--- config.mk ---
export PLATFORM = sky130hd
export DESIGN_NAME = br
export DESIGN_NICKNAME = d
export VERILOG_FILES = /design/src/rtl/br.sv
export SDC_FILE = /design/constraint.sdc
export NUM_CORES = 2
export LEC_CHECK = 0
export CORE_ASPECT_RATIO = 1.25
export CORE_MARGIN = 1
export CORE_UTILIZATION = 50
export CTS_CLUSTER_SIZE = 24
export DETAILED_ROUTE_END_ITERATION = 12
export GPL_ROUTABILITY_DRIVEN = 0
export GPL_TIMING_DRIVEN = 0
export PLACE_DENSITY = 0.66
export SLEW_MARGIN = 20
export SYNTH_ARGS = -nofsm -noshare
export SYNTH_HDL_FRONTEND = slang
export SYNTH_SLANG_ARGS = --single-unit
--- constraint.sdc ---
create_clock -name clk -period 6.3 [get_ports clk]
set_input_delay 1.89 -clock clk [delete_from_list [all_inputs] [get_ports clk]]
set_output_delay 1.89 -clock clk [all_outputs]
set_load 0.01 [all_outputs]
--- src/rtl/br.sv ---
// Register bank: 32 x 32-bit registers, two combinational read ports and one
// synchronous write port. x0 always reads as zero.
module br (
    input  logic        clk,
    input  logic        rst_n,
    input  logic [4:0]  a1,
    input  logic [4:0]  a2,
    input  logic [4:0]  a3,
    input  logic [31:0] wd3,
    input  logic        we,
    output logic [31:0] rd1,
    output logic [31:0] rd2
);

    logic [31:0] regs_q [0:31];
    logic        wr_en;

    // x0 is never a legal write target, so the decode excludes it up front.
    assign wr_en = we && (a3 != 5'd0);

    always_ff @(posedge clk) begin
        if (!rst_n) begin
            // NOTE: every entry is cleared explicitly; a register bank that must
            // read zero after reset cannot rely on power-up contents.
            for (int i = 0; i < 32; i++) begin
                regs_q[i] <= 32'h0000_0000;
            end
        end else if (wr_en) begin
            regs_q[a3] <= wd3;
        end
    end

    // Reads are purely combinational with no write bypass; the address-zero
    // test keeps x0 at zero even if its storage were ever disturbed.
    assign rd1 = (a1 == 5'd0) ? 32'h0000_0000 : regs_q[a1];
    assign rd2 = (a2 == 5'd0) ? 32'h0000_0000 : regs_q[a2];

endmodule

==> out/summary.txt <==
Final cell count without fillers: 5338
Post-DRT Antenna Nets: 0
Routed WL: 218 mm
Leak: 22.3 nW
Placed Instances: 5141
Final worst path period share: 102%
Syn avg cell area: 15.4 µm²
Yosys reg bits: 1024
Tightest Pin Transition: 1.23 ns
Via count of the routed design: 37600
Net Switching: 4.41 mW
Slowest cell on the critical path: clkdlybuf4s50_1
Slew HR: 18.0%
CTS sink count: 1024
Drt pass-1 iters: 6
Largest register FFs: 1024
Die Width: 296 µm
Placeable Area: 107000 µm²
Ys async rst share: 0%
Simple-gate share of the synthesized area: 13.0%
Status: complete, but fails checks
Hold Path Stages: 2
First-iteration detailed-routing DRC count: 5993
Sequential area share after synthesis: 56.7%
CTS root buffer: clkbuf_16
Hold EP: regs_q[14][21]
RSZ-0062 raised after global routing: yes
Worst min-delay path class: input port to flip-flop
Seq pwr share: 48.0%
DRC: 0
CTS max path bufs: 3
Post-synth EDFFs: 1024
Die Span Y: 370 µm
Worst-path clk slew: 0.07 ns
H-tree depth: 3
Cells after Synth: 3509
Synth Area in Adders: 0%
Largest registers: regs_q x1024
Share of cells above drive strength 1: 27.7%
Synth warn: 0
Final setup margin: -0.109 ns
Total CTS buffers: 101
Layout area overhead: 19.3%
Max-Cap Viols: 0
Final Hold Vio Count: 0
Failing checks: negative setup slack
Synth Area in XOR/XNOR: 0%
Maximum vdd drop: 0.207 mV
Final nets: 3877
Grt total ovfl: 0
WS Path Type: input port to output pin
Critical path launch point: a2[4]
Fmax: 156 MHz
I/O pins: 114
Pwr/cell area: 260 nW/µm²
Clock Power Share: 36.6%
Minimum clock period: 6.41 ns
CP Launch Type: input port
Worst path top cell family by delay: buffers and inverters
Die Area: 110000 µm²
Number of global-route vias before repair: 37200
First-pass GRT wire length: 295 mm
Initial antenna violation count: 9
Pin count of the biggest net entering global routing: 20
CTS tree: built
Dominant synthesized flop cell: edfxtp_1
Initial Utilization: 50.6%
Total Power: 16.8 mW
WP buf/inv: 3
Largest fanout on the critical path: 10
Synth Area in Compound Gates: 3.96%
Switching Share: 26.2%
Overall routing resource usage: 40.3%
Mapped cell area: 54200 µm²
Crit end category: output pin
Req. time, crit path: 4.41 ns
Routed length per instance: 40.8 µm
Int Pwr: 12.4 mW
Port Buf Inserts: 107
Max Slew Vio Count: 0
Comb pwr share: 15.4%
CP Cell Sequence: dlygate4sd2_1, clkbuf_8, nand2b_1, a211oi_2, nor4_4, clkdlybuf4s50_1
Post-synthesis mux area share: 23.0%
Post-DP HPWL: 151 mm
Endpoints failing setup: 21
Row count: 134
Worst Path Arrival: 4.52 ns
Max stage delay on crit path: 0.62 ns
Via density: 7.04
Hold path start: rst_n
Synth cell types: 41
Largest Register: regs_q
Largest family of logic cells by synthesized area: multiplexers
-- what timing repair did --
| item | 4_1_cts | 5_1_grt |
|---|---|---|
| endpoints found under the setup margin | 64 | 48 |
| gates resized for setup | 436 | 94 |
| pin swaps | 25 | 13 |
| hold buffers | 0 | 0 |
| setup buffers | 11 | 7 |
-- area by class of cell --
| cell class | count | area, µm² |
|---|---|---|
| sequential | 1024 | 30700 |
| inverter | 2 | 7.51 |
| timing repair buffer | 191 | 2940 |
| multi-input combinational | 2126 | 23100 |
| buffer | 381 | 2800 |
| clock inverter | 60 | 539 |
| antenna | 8 | 20.0 |
| clock buffer | 118 | 2680 |
| fill | 7887 | 42500 |
| tap | 1428 | 1790 |
-- layer usage --
metal	global-route usage (%)	vias to the layer above	routed length, µm
li1	-	14300	-
met1	48.2	18900	70100
met2	59.5	3480	97600
met3	15.0	921	31500
met4	30.1	2	18600
met5	0	-	14
-- worst max-delay path by stage --
stage,slack [ns],cells after the start,end
6_report,-0.11,6,rd2[21]
3_3_place_gp,-3.58,4,regs_q[29][8]
2_1_floorplan,0.87,5,regs_q[24][0]
3_5_place_dp,-2.31,8,rd2[13]
5_1_grt,-0.07,8,rd2[16]
4_1_cts,-0.05,8,rd2[16]
-- cell usage after synthesis, drive strengths merged, types with 3 or more instances --
cell     number  share of area [%]
a211oi       34               0.47
o21ai        33               0.30
and2        996                 11
nand2         9              0.062
or3b          3              0.048
a21oi        10              0.092
nor2         36               0.25
a22oi        18               0.25
a221oi        3              0.048
nor4          8              0.092
nand3         5              0.046
nand3b        5              0.069
or3           3              0.035
edfxtp     1024                 57
clkbuf      275                1.9
nor3         54               0.50
a32o          4              0.074
o22ai        79               0.91
a22o         51               0.82
mux4        470                 20
o221ai       27               0.44
a2111oi      29               0.50
buf         113                1.4
mux2i       154                2.8
nand2b        6              0.069
nor2b        15               0.17
mux2         30               0.62
-- logic make-up (layout without fill, tap and decap cells) --
kind of cell / after synthesis / count (layout)
and+or+nand+nor: 1149 / 1149
DFF: 1024 / 1024
muxes: 654 / 654
buffers and inverters: 390 / 752
AOI/OAI and AO/OA: 291 / 291
other: 1 / 40
-- through the flow --
step                      TNS [ns]  worst slack (ns)  hold slack (ns)  cell area, µm²  util, %
after floorplan                  0             0.874             2.09           54300        -
after global placement    -3040.07             -3.58             2.65           57200     53.4
after detailed placement    -99.60             -2.31             2.57           59300     55.3
after CTS                   -0.119           -0.0501             1.83           64200     59.9
after global routing        -0.109           -0.0742             1.85           64600     60.3
final                       -0.964            -0.109             1.83           64700     60.4
-- power by group through the flow --
stage,clock (mW),combinational [mW],sequential [mW]
after floorplan,0,1.23,8.14
after global placement,0,2.12,8.25
after detailed placement,0,2.30,8.20
after CTS,6.08,2.45,8.06
after global routing,6.34,2.61,8.10
final,6.15,2.59,8.07
-- placed cells by master, fill, tap and decap left out, drive strengths merged, types with 6 or more instances in the layout --
| cell | instances |
|---|---|
| mux4 | 470 |
| nor4 | 8 |
| clkinv | 45 |
| mux2 | 30 |
| o221ai | 27 |
| a21oi | 10 |
| dlymetal6s2s | 12 |
| nor2b | 15 |
| diode | 8 |
| o22ai | 79 |
| mux2i | 154 |
| clkbuf | 389 |
| o21ai | 33 |
| nand2b | 6 |
| a211oi | 34 |
| nand2 | 9 |
| edfxtp | 1024 |
| a22oi | 18 |
| clkdlybuf4s50 | 88 |
| conb | 32 |
| nor3 | 54 |
| and2 | 996 |
| buf | 196 |
| a2111oi | 29 |
| bufinv | 10 |
| a22o | 51 |
| nor2 | 36 |
Note: power is estimated with default switching activity, not from simulation.
